$ cat config.mk
export PLATFORM = sky130hd
export DESIGN_NAME = aes_key_store
export DESIGN_NICKNAME = d
export VERILOG_FILES = /design/src/rtl/aes_key_store_pkg.sv /design/src/rtl/aes_key_store_ram.sv /design/src/rtl/aes_key_store.sv
export SDC_FILE = /design/constraint.sdc
export NUM_CORES = 1
export LEC_CHECK = 0
export CAP_MARGIN = 20
export CELL_PAD_IN_SITES_DETAIL_PLACEMENT = 2
export CELL_PAD_IN_SITES_GLOBAL_PLACEMENT = 2
export CORE_UTILIZATION = 40
export CTS_BUF_LIST = sky130_fd_sc_hd__clkbuf_4
export DETAILED_ROUTE_END_ITERATION = 7
export PLACE_DENSITY_LB_ADDON = 0.3
export SLEW_MARGIN = 15
export SYNTH_ARGS = -nofsm -noshare
export SYNTH_HDL_FRONTEND = slang
export SYNTH_SLANG_ARGS = --single-unit
export TNS_END_PERCENT = 1
$ cat constraint.sdc
create_clock -name clk -period 2.5 [get_ports clk]
set_input_delay 0.5 -clock clk [delete_from_list [all_inputs] [get_ports clk]]
set_output_delay 0.5 -clock clk [all_outputs]
set_load 0.02 [all_outputs]
$ cat src/rtl/aes_key_store_pkg.sv
// Shared sizes for the AES round-key store: key width, round count and
// round-index width.
package aes_key_store_pkg;

   localparam int KEY_S     = 128;
   localparam int NR        = 10;
   localparam int RK_ADDR_S = 4;

   localparam logic [RK_ADDR_S-1:0] RK_FIRST = 4'd0;
   localparam logic [RK_ADDR_S-1:0] RK_LAST  = 4'd10;

endpackage

$ cat src/rtl/aes_key_store_ram.sv
// Round-key storage: (NR+1) x KEY_S, one write port and one read port with
// read enable. The array is not reset; only the output register is.
module aes_key_store_ram
   import aes_key_store_pkg::*;
(
   input  logic                 clk,
   input  logic                 rst_n,
   input  logic                 wr_en,
   input  logic [RK_ADDR_S-1:0] wr_addr,
   input  logic [KEY_S-1:0]     wr_data,
   input  logic                 rd_en,
   input  logic [RK_ADDR_S-1:0] rd_addr,
   output logic [KEY_S-1:0]     rd_data
);

   logic [KEY_S-1:0] mem_r [0:NR];
   logic [KEY_S-1:0] rd_data_r;

   // Write port; addresses beyond the last round are dropped.
   always_ff @(posedge clk) begin
      if (wr_en && (wr_addr <= RK_LAST)) begin
         mem_r[wr_addr] <= wr_data;
      end
   end

   // Registered read; the output holds whenever rd_en is low.
   always_ff @(posedge clk or negedge rst_n) begin
      if (!rst_n) begin
         rd_data_r <= '0;
      end else if (rd_en) begin
         rd_data_r <= mem_r[rd_addr];
      end
   end

   assign rd_data = rd_data_r;

endmodule

$ cat src/rtl/aes_key_store.sv
// Round-key buffer: captures the expanded schedule and replays it on a
// valid/ready stream. Define AES_KEY_STORE_DECRYPT_EN to build reverse order.
module aes_key_store
   import aes_key_store_pkg::*;
(
   input  logic                 clk,
   input  logic                 reset,
   input  logic                 wr_en,
   input  logic [0:RK_ADDR_S-1] wr_addr,
   input  logic [0:KEY_S-1]     wr_key,
   input  logic                 exp_done,
   input  logic                 rd_start,
   input  logic                 rd_decrypt,
   output logic [0:KEY_S-1]     rd_key,
   output logic [0:RK_ADDR_S-1] rd_round,
   output logic                 rd_valid,
   input  logic                 rd_ready,
   output logic                 rd_last,
   output logic                 keys_valid,
   output logic                 busy,
   output logic                 wr_collision
);

   typedef enum logic [1:0] {
      ST_IDLE  = 2'd0,
      ST_ISSUE = 2'd1,
      ST_DRAIN = 2'd2
   } state_e;

   state_e               state_r;
   state_e               state_nx_s;
   logic [RK_ADDR_S-1:0] ptr_r;
   logic [RK_ADDR_S-1:0] ptr_first_s;
   logic [RK_ADDR_S-1:0] ptr_end_s;
   logic [RK_ADDR_S-1:0] ptr_step_s;
   logic [RK_ADDR_S-1:0] rd_round_r;
   logic                 rd_valid_r;
   logic                 rd_last_r;
   logic                 keys_valid_r;
   logic                 busy_r;
   logic                 wr_collision_r;
   logic                 start_s;
   logic                 issue_s;
   logic                 accept_s;
   logic [KEY_S-1:0]     ram_rd_data_s;

`ifdef AES_KEY_STORE_DECRYPT_EN
   logic dec_r;

   // Stream direction, latched with the accepted start.
   always_ff @(posedge clk or negedge reset) begin
      if (!reset) begin
         dec_r <= 1'b0;
      end else if (start_s) begin
         dec_r <= rd_decrypt;
      end
   end

   assign ptr_first_s = rd_decrypt ? RK_LAST : RK_FIRST;
   assign ptr_end_s   = dec_r ? RK_FIRST : RK_LAST;
   assign ptr_step_s  = dec_r ? (ptr_r - 4'd1) : (ptr_r + 4'd1);
`else
   logic unused_decrypt_s;

   assign unused_decrypt_s = rd_decrypt;
   assign ptr_first_s      = RK_FIRST;
   assign ptr_end_s        = RK_LAST;
   assign ptr_step_s       = ptr_r + 4'd1;
`endif

   assign accept_s = rd_valid_r && rd_ready;

   // Next-state and read-issue decode.
   always_comb begin
      state_nx_s = state_r;
      start_s    = 1'b0;
      issue_s    = 1'b0;
      case (state_r)
         ST_IDLE: begin
            if (rd_start && keys_valid_r) begin
               start_s    = 1'b1;
               state_nx_s = ST_ISSUE;
            end else begin
               state_nx_s = ST_IDLE;
            end
         end
         ST_ISSUE: begin
            issue_s = !rd_valid_r || rd_ready;
            if (issue_s && (ptr_r == ptr_end_s)) begin
               state_nx_s = ST_DRAIN;
            end else begin
               state_nx_s = ST_ISSUE;
            end
         end
         ST_DRAIN: begin
            if (accept_s && rd_last_r) begin
               state_nx_s = ST_IDLE;
            end else begin
               state_nx_s = ST_DRAIN;
            end
         end
         default: begin
            state_nx_s = ST_IDLE;
         end
      endcase
   end

   // FSM state, read pointer, output pipeline and status flags.
   always_ff @(posedge clk or negedge reset) begin
      if (!reset) begin
         state_r        <= ST_IDLE;
         ptr_r          <= RK_FIRST;
         rd_round_r     <= RK_FIRST;
         rd_valid_r     <= 1'b0;
         rd_last_r      <= 1'b0;
         keys_valid_r   <= 1'b0;
         busy_r         <= 1'b0;
         wr_collision_r <= 1'b0;
      end else begin
         state_r <= state_nx_s;
         busy_r  <= (state_nx_s != ST_IDLE);
         if (start_s) begin
            ptr_r <= ptr_first_s;
         end else if (issue_s) begin
            ptr_r <= ptr_step_s;
         end
         // Round index and last flag travel with the one-cycle storage read.
         if (issue_s) begin
            rd_valid_r <= 1'b1;
            rd_round_r <= ptr_r;
            rd_last_r  <= (ptr_r == ptr_end_s);
         end else if (accept_s) begin
            rd_valid_r <= 1'b0;
            rd_last_r  <= 1'b0;
         end
         if (exp_done) begin
            keys_valid_r <= 1'b1;
         end else if (wr_en && (wr_addr == RK_FIRST)) begin
            keys_valid_r <= 1'b0;
         end
         if (wr_en && busy_r) begin
            wr_collision_r <= 1'b1;
         end
      end
   end

   aes_key_store_ram u_ram (
      .clk     (clk),
      .rst_n   (reset),
      .wr_en   (wr_en),
      .wr_addr (wr_addr),
      .wr_data (wr_key),
      .rd_en   (issue_s),
      .rd_addr (ptr_r),
      .rd_data (ram_rd_data_s)
   );

   assign rd_key       = ram_rd_data_s;
   assign rd_round     = rd_round_r;
   assign rd_valid     = rd_valid_r;
   assign rd_last      = rd_last_r;
   assign keys_valid   = keys_valid_r;
   assign busy         = busy_r;
   assign wr_collision = wr_collision_r;

endmodule

==> metrics.md <==
| Metric | Value |
|---|---|
| Vias in the first global route | `36,700` |
| Worst endpoint required time | `roughly 2 ns` |
| WP depth | `1` |
| Worst slack at placement | `-0.197 ns` |
| CP top delay family | `flip-flops` |
| Sink Count | `between 1,500 and 2,000` |
| Mean Syn Cell Area | `about 21 um2` |
| CP Max Fanout | `2` |
| Core box area | `around 150,000 um2` |
| Die Height | `~390 um` |
| Total Wirelength | `roughly 170 mm` |
| Most used DFF post-synth | `edfxtp_1` |
| Fmax | `414 MHz` |
| Async S/R FF share, synth | `9.22%` |
| Initial antenna violation count | `12` |
| CTS Buf Count | `roughly 420` |
| Area Overhead vs Synth | `22.9%` |
| CP bufs+invs | `1` |
| Critical path's slowest cell | `dfrtp_2` |
| TritonCTS clock tree | `built` |
| Total number of vias | `~32,000` |
| CP Capture Type | `output port` |
| Seq/Total Area, Yosys | `approximately 77%` |
| First-pass iteration count of the detailed router | `5` |
| Die X | `between 300 and 400 um` |
| Max incr delay on CP | `about 0.48 ns` |
| RSZ-0062 raised after global routing | `true` |
| Row Count | `140` |
| Clock-pin slew on the worst setup and hold paths | `roughly 0.07 ns` |
| # H-tree levels | `5` |
| Design Power | `~0.073 W` |
| Initial core utilization | `40.5%` |
| Leak | `between 20 and 25 nW` |
| Most frequent cells in the layout | `edfxtp_1 (1,408), clkbuf_4 (663), mux2i_1 (257)` |
| ANT nets after route | `0` |
| GP Congestion | `roughly 0.73` |
| Worst slew pin tran | `between 0.5 and 0.6 ns` |
| Final core occ | `around 50%` |
| Crit path kind | `reg2out` |
| Grt ovf | `0` |
| Placed cells | `roughly 5,100` |
| Drt initial violations | `1,942` |
| Nets | `around 3,800` |
| Final Max Tran Viols | `0` |
| Die area | `between 100,000 and 150,000 um2` |
| Hold crit path type | `in2reg` |
| CP cell instances | `buf_6` |
| Post-synth EDFFs | `approximately 1,400` |
| Area of the mapped netlist | `approximately 59,000 um2` |
| All-Layer GR Usage | `between 20% and 30%` |
| Final worst path period need | `2.41 ns` |
| Peak VDD IR | `between 0.0006 and 0.0007 V` |
| Netlist cell types | `40` |
| Synth Net Count | `roughly 3,000` |
| Most common cell after layout, fill and taps aside | `edfxtp_1` |
| DR vias/cell | `between 5 and 6` |
| Final Hold Fails | `0` |
| Maxcap violations | `0` |
| Status | `finished clean` |
| CTS root buffer | `clkbuf_4` |
| Synthesized instance count | `between 2,000 and 3,000` |
| Arr. time, crit path | `around 1.9 ns` |
| Reg2reg setup slack | `0.21 ns` |
| Layout cell share with drive strength beyond 1 | `~36%` |
| Largest net degree at the start of global routing | `between 90 and 100` |
| Worst setup endpoint | `busy` |
| Hold_ws | `0.163 ns` |
| Worst setup path start | `busy` |
| Wire length per cell | `about 29 um` |
| Crit start category | `register` |
| Final worst slack | `0.0861 ns` |
| IO Count | `about 280` |
| Reg2reg end | `u_ram.rd_data[51]` |
| PwrDens | `between 1000 and 1500 nW/um2` |
| Clk_lat worst skew | `about 1.3 ns` |
| R2r startpoint | `ptr_r[0]` |
| Reg2reg path depth | `6` |
| Clock skew | `0.154 ns` |
| Slew HR | `between 60% and 70%` |
| # setup viols final | `0` |
| Final period utilization | `between 90% and 100%` |
| DRC | `0` |
| Fin cells | `approximately 5,900` |
| CTS Buffer Depth | `4` |
| YS warnings | `0` |
| IO buf count | `about 270` |
| Number of synthesized register bits | `approximately 1,600` |
| First-pass GRT wire length | `between 200 and 300 mm` |
| DP HPWL | `a little over 100 mm` |
==> synthesized netlist by cell type, types with 4 or more instances <==
cell      count  area, um2
buf_2        62        310
buf_4         7       52.6
buf_6        18        203
buf_8        10        150
clkbuf_1     55        206
clkbuf_4      6       45.0
dfrtp_1     143       3580
edfxtp_1   1408      42300
mux2_2      128       1440
mux2i_1     257       2570
mux4_2      253       5700
nand2_1     143        537
nand2b_1      4       25.0
nand3_1       6       30.0
nor2_1       16       60.1
nor3_1        5       25.0
o211ai_1    127        953
o21ai_0       7       35.0
or3_1       127        795
==> repair_timing <==
action / 4_1_cts / 5_1_grt
pin swaps: 0 / 0
endpoints found under the setup margin: 137 / 25
gates resized for setup: 645 / 17
hold endpoints to repair: 976 / 0
hold buffers: 102 / 0
setup buffers: 8 / 0
==> report_power, final <==
part	internal (W)	switching, W
clock network	0.0122	0.0108
registers	0.0299	0.00128
logic	0.00890	0.0102
==> area by class of cell <==
cell class              instances  area, um2
diodes                         10       25.0
clock buffers                 663       4980
clock inverters                91        414
fillers                     12900      73400
inverters                       3       11.3
multi-input cells            1100      12500
flip-flops and latches       1551      45900
well taps                    1917       2400
repair buffers                594       6590
==> per-layer routing <==
layer | global-route usage (%) | vias to the layer above | part of all wire, %
met5 | 0 | - | 0.024
met4 | 7.22 | 6 | 2.4
met3 | 3.93 | 307 | 3.8
met2 | 40.0 | 869 | 53
met1 | 28.5 | 17100 | 41
li1 | - | 13500 | -
==> metrics by stage <==
stage	cell area [um2]	TNS, ns
2_1_floorplan	59300	-1520.66
4_1_cts	72800	-2.23
6_report	72800	0
3_5_place_dp	66700	-85.87
5_1_grt	72800	-1.11
3_3_place_gp	66700	-35.69
==> how the worst min path moves through the flow <==
| stage | from | endpoint | slack (ns) | cells past startpoint |
|---|---|---|---|---|
| floorplan | reset | busy | 0.20 | 0 |
| finish | wr_key[85] | u_ram.mem_r[9][42] | 0.16 | 1 |
| global route | wr_key[73] | u_ram.mem_r[0][54] | 0.02 | 1 |
| global placement | wr_collision | wr_collision | 0.44 | 1 |
| detailed placement | wr_collision | wr_collision | 0.46 | 1 |
| CTS | wr_key[26] | u_ram.mem_r[1][101] | 0.002 | 1 |
==> cells by family (layout without fill, tap and decap cells) <==
group,after synthesis,count (layout),share of synthesized area (%)
mux,638,638,16.4
other cells,0,10,0
xor+xnor,3,3,0.0444
flops,1551,1551,77.4
fa+ha+maj,2,2,0.0422
compound gates,145,145,1.81
buf+inv,163,1351,1.69
simple gates,312,312,2.62
==> flip-flops by register name, indices dropped and copies added, names as in the netlist <==
register / flops
u_ram.rd_data: 128
rd_round: 4
state_r: 2
wr_collision: 1
rd_last: 1
busy: 1
keys_valid: 1
rd_valid: 1
ptr_r: 4
u_ram.mem_r: 1408
==> worst reg2reg max path: stages, from the launching register on <==
cell and delay (ns):
dfrtp_4 0.50, buf_12 0.23, buf_12 0.31, buf_4 0.41
mux2_2 0.41, mux2i_1 0.22, o211ai_1 0.14
(Power assumes the default switching activity.)
